**config.mk**
```make
export PLATFORM = sky130hd
export DESIGN_NAME = hazard_scoreboard_flat
export DESIGN_NICKNAME = d
export VERILOG_FILES = /design/src/rtl/hazard_scoreboard_if.sv /design/src/rtl/hazard_scoreboard.sv /design/src/flat_wrapper.sv
export SDC_FILE = /design/constraint.sdc
export NUM_CORES = 1
export LEC_CHECK = 0
export CORE_UTILIZATION = 55
export DETAILED_ROUTE_END_ITERATION = 8
export PLACE_DENSITY = 0.85
export SYNTH_ARGS = -nofsm -noshare
export SYNTH_HDL_FRONTEND = slang
export SYNTH_SLANG_ARGS = --single-unit
```
**constraint.sdc**
```tcl
create_clock -name clk -period 6.15 [get_ports clk]
set_clock_uncertainty 0.1 [all_clocks]
set_input_delay 0.9225 -clock clk [delete_from_list [all_inputs] [get_ports clk]]
set_output_delay 0.9225 -clock clk [all_outputs]
set_load 0.05 [all_outputs]
```
**src/rtl/hazard_scoreboard_if.sv**
```systemverilog
// Decode-side hazard interface: ID operand/destination info and forwarding-stage
// status go in, forwarding selects and stall/bubble controls come back.
interface hazard_scoreboard_if #(
  parameter int NUM_FWD = 3,
  parameter int NUM_SRC = 2,
  parameter int REG_AW  = 5,
  parameter int LAT_W   = 4
);
  localparam int SEL_W = $clog2(NUM_FWD + 1);

  logic                       id_issue;
  logic [NUM_SRC*REG_AW-1:0]  id_src;
  logic [NUM_SRC-1:0]         id_src_used;
  logic                       id_long;
  logic [REG_AW-1:0]          id_dst;
  logic [LAT_W-1:0]           id_lat;
  logic [NUM_FWD-1:0]         fwd_wr;
  logic [NUM_FWD*REG_AW-1:0]  fwd_rd;
  logic [NUM_FWD-1:0]         fwd_rdy;
  logic                       freeze;
  logic                       flush;
  logic [NUM_SRC*SEL_W-1:0]   fwd_sel;
  logic                       stall_id;
  logic                       bubble_ex;
  logic [31:0]                stall_cnt;

  modport master (
    output id_issue, id_src, id_src_used, id_long, id_dst, id_lat,
           fwd_wr, fwd_rd, fwd_rdy, freeze, flush,
    input  fwd_sel, stall_id, bubble_ex, stall_cnt
  );

  modport slave (
    input  id_issue, id_src, id_src_used, id_long, id_dst, id_lat,
           fwd_wr, fwd_rd, fwd_rdy, freeze, flush,
    output fwd_sel, stall_id, bubble_ex, stall_cnt
  );
endinterface

```
**src/rtl/hazard_scoreboard.sv**
```systemverilog
// Hazard unit beside the decode stage: per-operand forwarding selects, a
// per-register countdown scoreboard for long-latency ops, and the ID stall.
module hazard_scoreboard #(
  parameter int NUM_FWD = 3,
  parameter int NUM_SRC = 2,
  parameter int REG_AW  = 5,
  parameter int LAT_W   = 4
) (
  input  logic               clk,
  input  logic               rst,
  hazard_scoreboard_if.slave bus
);
  localparam int SEL_W    = $clog2(NUM_FWD + 1);
  localparam int NUM_REGS = 2 ** REG_AW;

  logic [LAT_W-1:0]         cnt [NUM_REGS];
  logic [NUM_SRC*SEL_W-1:0] sel_vec;
  logic [NUM_SRC-1:0]       raw_vec;
  logic                     waw;
  logic                     stall;
  logic                     accept;
  logic [LAT_W-1:0]         load_val;
  logic [31:0]              stall_cnt_q;

  genvar s;
  generate
    for (s = 0; s < NUM_SRC; s++) begin : g_src
      logic [REG_AW-1:0] r;
      logic [SEL_W-1:0]  sel;
      logic              match_rdy;

      assign r = bus.id_src[s*REG_AW +: REG_AW];

      // Scan oldest to youngest so the youngest matching stage wins, ready or not
      always_comb begin
        sel       = '0;
        match_rdy = 1'b1;
        for (int i = NUM_FWD - 1; i >= 0; i--) begin
          if (r != '0 && bus.fwd_wr[i] && bus.fwd_rd[i*REG_AW +: REG_AW] == r) begin
            sel       = SEL_W'(i + 1);
            match_rdy = bus.fwd_rdy[i];
          end
        end
      end

      assign sel_vec[s*SEL_W +: SEL_W] = sel;
      assign raw_vec[s] = bus.id_src_used[s] && (r != '0) &&
                          (!match_rdy || cnt[r] != '0);
    end
  endgenerate

  assign waw      = bus.id_long && (bus.id_dst != '0) && (cnt[bus.id_dst] != '0);
  assign stall    = bus.id_issue && ((|raw_vec) || waw);
  assign accept   = bus.id_issue && bus.id_long && !stall && !bus.freeze &&
                    !bus.flush && (bus.id_dst != '0);
  assign load_val = (bus.id_lat == '0) ? LAT_W'(1) : bus.id_lat;

  assign bus.fwd_sel   = sel_vec;
  assign bus.stall_id  = stall;
  assign bus.bubble_ex = stall && !bus.freeze;
  assign bus.stall_cnt = stall_cnt_q;

  // Scoreboard: flush wipes, freeze holds, otherwise load on issue and count down
  always_ff @(posedge clk) begin
    if (rst) begin
      for (int r = 0; r < NUM_REGS; r++) cnt[r] <= '0;
    end else if (bus.flush) begin
      for (int r = 0; r < NUM_REGS; r++) cnt[r] <= '0;
    end else if (!bus.freeze) begin
      for (int r = 0; r < NUM_REGS; r++) begin
        if (accept && REG_AW'(r) == bus.id_dst) cnt[r] <= load_val;
        else if (cnt[r] != '0)                 cnt[r] <= cnt[r] - LAT_W'(1);
      end
    end
  end

  // Saturating count of non-frozen hazard-stall cycles; survives flush
  always_ff @(posedge clk) begin
    if (rst) stall_cnt_q <= '0;
    else if (stall && !bus.freeze && stall_cnt_q != 32'hFFFF_FFFF)
      stall_cnt_q <= stall_cnt_q + 32'd1;
  end
endmodule
```
**src/flat_wrapper.sv**
```systemverilog
// flat-port wrapper written by rule: the top's interface ports become plain ports
module hazard_scoreboard_flat 
#(
  parameter int NUM_FWD = 3,
  parameter int NUM_SRC = 2,
  parameter int REG_AW  = 5,
  parameter int LAT_W   = 4
)
  (clk, rst, bus_id_issue, bus_id_src, bus_id_src_used, bus_id_long, bus_id_dst, bus_id_lat, bus_fwd_wr, bus_fwd_rd, bus_fwd_rdy, bus_freeze, bus_flush, bus_fwd_sel, bus_stall_id, bus_bubble_ex, bus_stall_cnt);
  hazard_scoreboard_if #(.NUM_FWD(NUM_FWD), .NUM_SRC(NUM_SRC), .REG_AW(REG_AW), .LAT_W(LAT_W)) bus_i ();
  input  logic clk;
  input  logic rst;
  input wire logic [$bits(bus_i.id_issue)-1:0] bus_id_issue;
  input wire logic [$bits(bus_i.id_src)-1:0] bus_id_src;
  input wire logic [$bits(bus_i.id_src_used)-1:0] bus_id_src_used;
  input wire logic [$bits(bus_i.id_long)-1:0] bus_id_long;
  input wire logic [$bits(bus_i.id_dst)-1:0] bus_id_dst;
  input wire logic [$bits(bus_i.id_lat)-1:0] bus_id_lat;
  input wire logic [$bits(bus_i.fwd_wr)-1:0] bus_fwd_wr;
  input wire logic [$bits(bus_i.fwd_rd)-1:0] bus_fwd_rd;
  input wire logic [$bits(bus_i.fwd_rdy)-1:0] bus_fwd_rdy;
  input wire logic [$bits(bus_i.freeze)-1:0] bus_freeze;
  input wire logic [$bits(bus_i.flush)-1:0] bus_flush;
  output wire logic [$bits(bus_i.fwd_sel)-1:0] bus_fwd_sel;
  output wire logic [$bits(bus_i.stall_id)-1:0] bus_stall_id;
  output wire logic [$bits(bus_i.bubble_ex)-1:0] bus_bubble_ex;
  output wire logic [$bits(bus_i.stall_cnt)-1:0] bus_stall_cnt;
  assign bus_i.id_issue = bus_id_issue;
  assign bus_i.id_src = bus_id_src;
  assign bus_i.id_src_used = bus_id_src_used;
  assign bus_i.id_long = bus_id_long;
  assign bus_i.id_dst = bus_id_dst;
  assign bus_i.id_lat = bus_id_lat;
  assign bus_i.fwd_wr = bus_fwd_wr;
  assign bus_i.fwd_rd = bus_fwd_rd;
  assign bus_i.fwd_rdy = bus_fwd_rdy;
  assign bus_i.freeze = bus_freeze;
  assign bus_i.flush = bus_flush;
  assign bus_fwd_sel = bus_i.fwd_sel;
  assign bus_stall_id = bus_i.stall_id;
  assign bus_bubble_ex = bus_i.bubble_ex;
  assign bus_stall_cnt = bus_i.stall_cnt;
  hazard_scoreboard #(.NUM_FWD(NUM_FWD), .NUM_SRC(NUM_SRC), .REG_AW(REG_AW), .LAT_W(LAT_W)) u_core (.clk(clk), .rst(rst), .bus(bus_i));
endmodule
```
# ---- Word-level counts from Yosys, hierarchy flattened
# Memories as Yosys holds them, arrays and structs flattened.
# Cells that the tools add are included.
dict set report word_totals {
  input_bits 48
  elab_cells 742
  romBits 0
  mem_bits_rw 128
  reg_bits 32
  latchBits 0
  memories 1
  output_inout_bits 38
}
dict set report classes {
  eq_ne 38
  add_sub_neg 33
  n_bitwise 96
  mux 466
  n_reduce_logical 107
  n_div 0
  multipliers 0
  order_cmp 0
  shifts 0
}
# memory words width rd rd_ports_with_merged_regs write_ports line
set mem_list {}
lappend mem_list {u_core.cnt 32 4 35 0 32 hazard_scoreboard.sv:16} ;# logic [LAT_W-1:0] cnt [NUM_REGS];
# cell count
set op_table {}
lappend op_table {{$mux W4} 97}
lappend op_table {{$mux W1} 363}
lappend op_table {{$reduce_bool A4 Y1} 35}
lappend op_table {{$sub A4 B1 Y4 const B} 32}
lappend op_table {{$or A1 B1 Y1} 96}
lappend op_table {{$eq A5 B5 Y1 const A} 16}
lappend op_table {{$logic_and A1 B1 Y1} 58}
lappend op_table {{$eq A4 B5 Y1 const A} 8}
lappend op_table {{$add A32 B1 Y32 const B} 1}
lappend op_table {{$ne A32 B32 Y1 const B} 1}
lappend op_table {{$eq A5 B5 Y1} 6}
lappend op_table {{$eq A3 B5 Y1 const A} 4}
lappend op_table {{$reduce_bool A5 Y1} 3}
lappend op_table {{$mux W2} 6}
lappend op_table {{$eq A2 B5 Y1 const A} 2}
lappend op_table {{$eq A1 B5 Y1 const A} 1}
lappend op_table {{$logic_not A1 Y1} 5}
lappend op_table {{$logic_not A5 Y1} 1}
lappend op_table {{$logic_not A4 Y1} 1}
lappend op_table {{$logic_or A1 B1 Y1} 3}
lappend op_table {{$reduce_or A2 Y1} 1}

# ---- Longest topological paths before layout
dict set report depth {
  ltp_word 25
  depth_mapped 14
  ltp_nobuf 9
}

# ---- Worst setup path before layout
# No wires, ideal clock.
dict set report synth_timing {
  kind {in2out}
  startpoint {in bus_id_src[4]}
  endpoint {out bus_stall_id}
  t_arrival_ns 3.483
  t_required_ns 5.128
  path_stages 12
  path_buffers 4
  setup_slack_ns 1.645
  path_cell_list {buf_2 nor4_2 nand2_1 and4bb_1 o311ai_1 a21boi_1 nand4_4 nor3_4 buf_6 buf_6 buf_2 nor2b_1}
}
dict set report synth_via {
  elab_chain_cells 12
  word_cells_on_any_way 22
  classes_between {eq/ne: 3; mux: 3; reduce/logical: 15; memory: 1}
}
# element line
set synth_lines {}
lappend synth_lines {{from (decl)} flat_wrapper.sv:14} ;# input wire logic [$bits(bus_i.id_src)-1:0] bus_id_src;
lappend synth_lines {{parallel branches: the longest is 8 deep, another holds $mem_v2 Z32 W4} -}
lappend synth_lines {{$logic_and A1 B1 Y1 (*)} hazard_scoreboard.sv:47} ;# assign raw_vec[s] = bus.id_src_used[s] && (r != '0) &&
lappend synth_lines {{$reduce_or A2 Y1 (*)} hazard_scoreboard.sv:53} ;# assign stall = bus.id_issue && ((|raw_vec) || waw);
lappend synth_lines {{$logic_or A1 B1 Y1 (*)} hazard_scoreboard.sv:53}
lappend synth_lines {{$logic_and A1 B1 Y1 (*)} hazard_scoreboard.sv:53}
lappend synth_lines {{to (decl)} flat_wrapper.sv:25} ;# output wire logic [$bits(bus_i.stall_id)-1:0] bus_stall_id;
# Every way passes the cells marked *.

# ---- Worst setup path after layout
dict set report layout_timing {
  startpoint {in bus_id_dst[0]}
  endpoint {out bus_bubble_ex}
}
dict set report layout_via {
  elab_chain_cells 6
  word_cells_on_any_way 8
  classes_between {reduce/logical: 7; memory: 1}
}
# element line
set layout_lines {}
lappend layout_lines {{from (decl)} flat_wrapper.sv:17} ;# input wire logic [$bits(bus_i.id_dst)-1:0] bus_id_dst;
lappend layout_lines {{$mem_v2 Z32 W4 or $reduce_bool A5 Y1 (tied branches)} -}
lappend layout_lines {{$reduce_bool A4 Y1 or $logic_and A1 B1 Y1 (tied branches)} hazard_scoreboard.sv:52} ;# assign waw = bus.id_long && (bus.id_dst != '0) && (cnt[bus.id_dst] != '0);
lappend layout_lines {{$logic_and A1 B1 Y1 (*)} hazard_scoreboard.sv:52}
lappend layout_lines {{$logic_or A1 B1 Y1 (*)} hazard_scoreboard.sv:53}
lappend layout_lines {{$logic_and A1 B1 Y1 (*)} hazard_scoreboard.sv:53}
lappend layout_lines {{$logic_and A1 B1 Y1 (*)} hazard_scoreboard.sv:60} ;# assign bus.bubble_ex = stall && !bus.freeze;
lappend layout_lines {{to (decl)} flat_wrapper.sv:26} ;# output wire logic [$bits(bus_i.bubble_ex)-1:0] bus_bubble_ex;
# Mark *: on every way between the ends. The rest lies on a longest branch, timed or not.

==> results.tsv <==
metric	value	unit
post-synth cell types	70	
unrepaired setup endpoints after global routing	no	
largest net degree at the start of global routing	58	
Final nets	1483	
crit share post-route	80.3	%
crit-path max cell delay	0.71	ns
total core area	21800	um^2
Adder-Cell Fraction of Synth Area	3.49	%
H-Tree Depth	4	
Worst EP arrival	3.91	ns
Clock Power Share	32.8	%
I/O Pins	86	
Synth Instances	1349	
sw power	1.04	mW
Worst Reg-to-Reg Cells	9	
GPL Wtd Cong	1.03	
via count	10934	
largest family of logic cells by synthesized area	simple AND/OR/NAND/NOR gates	
Final Hold Slack	0.392	ns
DP Worst Slack	1.13	ns
Clock Tree Root	clkbuf_16	
mux cell area share after synthesis	13.2	%
VDD IR max	0.000207	V
CP startpoint kind	input pin	
number of flops mapped to enable cells by yosys	128	
Fmax	0.203	GHz
internal power	2.13	mW
most common flop cell mapped by yosys	edfxtp_1	
vias per inst	6.45	
Slew headroom	25.1	%
leak pwr	5.57	nW
share of the synthesized area in compound gates (AO/OA/AOI/OAI)	11.1	%
Slowest cell on crit path	clkdlybuf4s50_1	
final hold vios	0	
DRT Wirelength	34100	um
Antenna diodes	0	
Simple-Gate Fraction of Synth Area	27.5	%
Synth area leader	edfxtp_1	
clk slew on worst S/H paths	0.06	ns
first-pass GRT wire length	53700	um
#FFs+latches synth	160	
syn_nets	1431	
WP depth	11	
# port buffers	85	
register area share after synthesis	36.7	%
dominant cells by area after synthesis	edfxtp_1 31%, mux2i_1 7.2%, nand2_1 5.6%	
Slew @ Worst Pin	1.11	ns
area share of xor/xnor cells in the synthesized design	2.94	%
status	finished clean	
post-route setup TNS	0	ns
Synth Area per Inst	9.05	um^2
share of cells above drive strength 1	8.20	%
Yosys top cell area share	31.5	%
sequential power share	43.3	%
cell area after layout	13800	um^2
Mapped Area	12200	um^2
Power per Cell Area	229	nW/um^2
Post-CTS Setup Bufs	0	
HPWL after detailed placement	24400	um
Buf/Inv on CP	3	
final worst slack	1.21	ns
initial antenna violation count	0	
DR DRC count	0	
clock latency on the worst-skew pair	0.44	ns
Setup violations, final	0	
CTS buffer count	17	
pins over their slew limit	0	
Hold Crit Depth	2	
CTS resizes	0	
die area	22800	um^2
MaxCap Viol Count	0	
initial DRC count	973	
hold_buf cts	0	
PnR Total Power	3.16	mW
Sw Share	32.7	%
Initial Util	55.9	%
WL/cell	20.1	um
type of the worst setup path	input pin to primary output	
crit-path cells	clkdlybuf4s50_1 > buf_4 > nor2_1 > nand2_1 > o21ai_0 > a31oi_1 > o41ai_2 > nor2_2 > nor3_4 > nor2_1 > buf_4	
drt first pass iters	8	
Worst path top cell family by delay	buffers and inverters	
synth-to-layout area growth	13.1	%
GRT Residual Overflow	0	
row count	54	
Comb pwr share	23.9	%
gr usage total	30.5	%
vias in the first global route	10507	
clk sinks	160	
CP max FO	18	
clock buffer depth	2	
ys async rst share	0	%
YS warnings	0	
CTS tree	yes	
Die W	151	um
post-route minimum period	4.94	ns
remaining antenna violation count after routing	0	
CP required	5.13	ns
die height	151	um
Hold WC Path Type	register to register	
Setup crit end kind	primary output	
DP Area	13200	um^2
per-stage QoR:
step	instances	utilization, %
after CTS	1694	63.2
after global placement	1662	60.7
after global routing	1694	63.2
final	1694	63.2
after floorplan	1349	-
after detailed placement	1662	60.7
metal layers:
layer | routed length (um) | share of wire (%) | track usage (%) | vias up
li1 | - | - | - | 5106
met1 | 13600 | 40 | 37.8 | 5169
met2 | 16000 | 47 | 51.1 | 547
met3 | 3040 | 8.9 | 5.09 | 112
met4 | 1500 | 4.4 | 15.3 | 0
met5 | 0 | 0 | 0 | -
final timing paths:
check,from,slack (ns),endpoint
worst max-delay path,bus_id_dst[0],1.21,bus_bubble_ex
worst min-delay path,u_core.bus.stall_cnt[14],0.39,u_core.bus.stall_cnt[14]
worst max register to register,u_core.cnt[17][0],1.72,u_core.cnt[28][1]
worst min register to register,u_core.bus.stall_cnt[14],0.39,u_core.bus.stall_cnt[14]
power by group through the flow:
stage | clock, mW | sequential, mW | combinational, mW
final | 1.04 | 1.37 | 0.755
after global routing | 1.08 | 1.38 | 0.823
after CTS | 1.03 | 1.37 | 0.740
after detailed placement | 0 | 1.39 | 0.733
after global placement | 0 | 1.38 | 0.716
after floorplan | 0 | 1.37 | 0.545
final cells by class:
class	count	area (um^2)
clock buffer	18	429
clock inverter	14	133
fill	1763	8020
inverter	70	263
multi-input combinational	1044	7130
sequential	160	4480
tap	280	350
timing repair buffer	108	1020
synth_stat cells, types with 23 or more instances:
| library cell | instances |
|---|---|
| nand2b_1 | 23 |
| or4_1 | 24 |
| buf_2 | 23 |
| xor2_1 | 29 |
| mux2_1 | 37 |
| o21ai_0 | 31 |
| nor4_1 | 41 |
| edfxtp_1 | 128 |
| o21ai_1 | 23 |
| a21oi_1 | 41 |
| inv_1 | 69 |
| nor2_1 | 122 |
| mux2i_1 | 88 |
| nand4_1 | 23 |
| nand2_1 | 183 |
| dfxtp_1 | 32 |
| ha_1 | 34 |
| nor3_1 | 60 |
| clkbuf_1 | 38 |
kinds of logic (layout without fill, tap and decap cells):
family | after synthesis | after routing
simple gates | 616 | 616
compound gates | 206 | 206
flops | 160 | 160
mux | 147 | 147
buf+inv | 145 | 210
xor+xnor | 41 | 41
fa+ha+maj | 34 | 34
flip-flops by register name, summed over array words and instances (netlist names):
| register | count |
|---|---|
| u_core.bus.stall_cnt | 32 |
| u_core.cnt | 128 |
worst register-to-register path: stages (launching register included):
cell and delay [ns]:
edfxtp_1 0.44, nor4_1 0.96, mux4_2 0.43, o21ai_0 0.07, nor4b_1 0.42, nor2_2 0.15, nor3_4 0.39, buf_4 0.58
nand4_2 0.31, nand2_1 0.27
layout by cell type, fill, tap and decap left out, drive strengths merged, types with 13 or more instances in the layout:
cell / instances
nor2b: 20
nor4: 46
mux2i: 88
o21ai: 54
dfxtp: 32
a21oi: 41
nand2b: 23
nand4: 46
xor2: 29
nand3: 19
or4: 24
inv: 75
clkdlybuf4s50: 83
or3: 19
mux2: 53
nor3: 61
o31a: 14
a21o: 19
clkbuf: 18
and3: 14
nor2: 123
edfxtp: 128
a31oi: 13
nand2: 183
o31ai: 20
buf: 25
ha: 34
(Power assumes the default switching activity.)
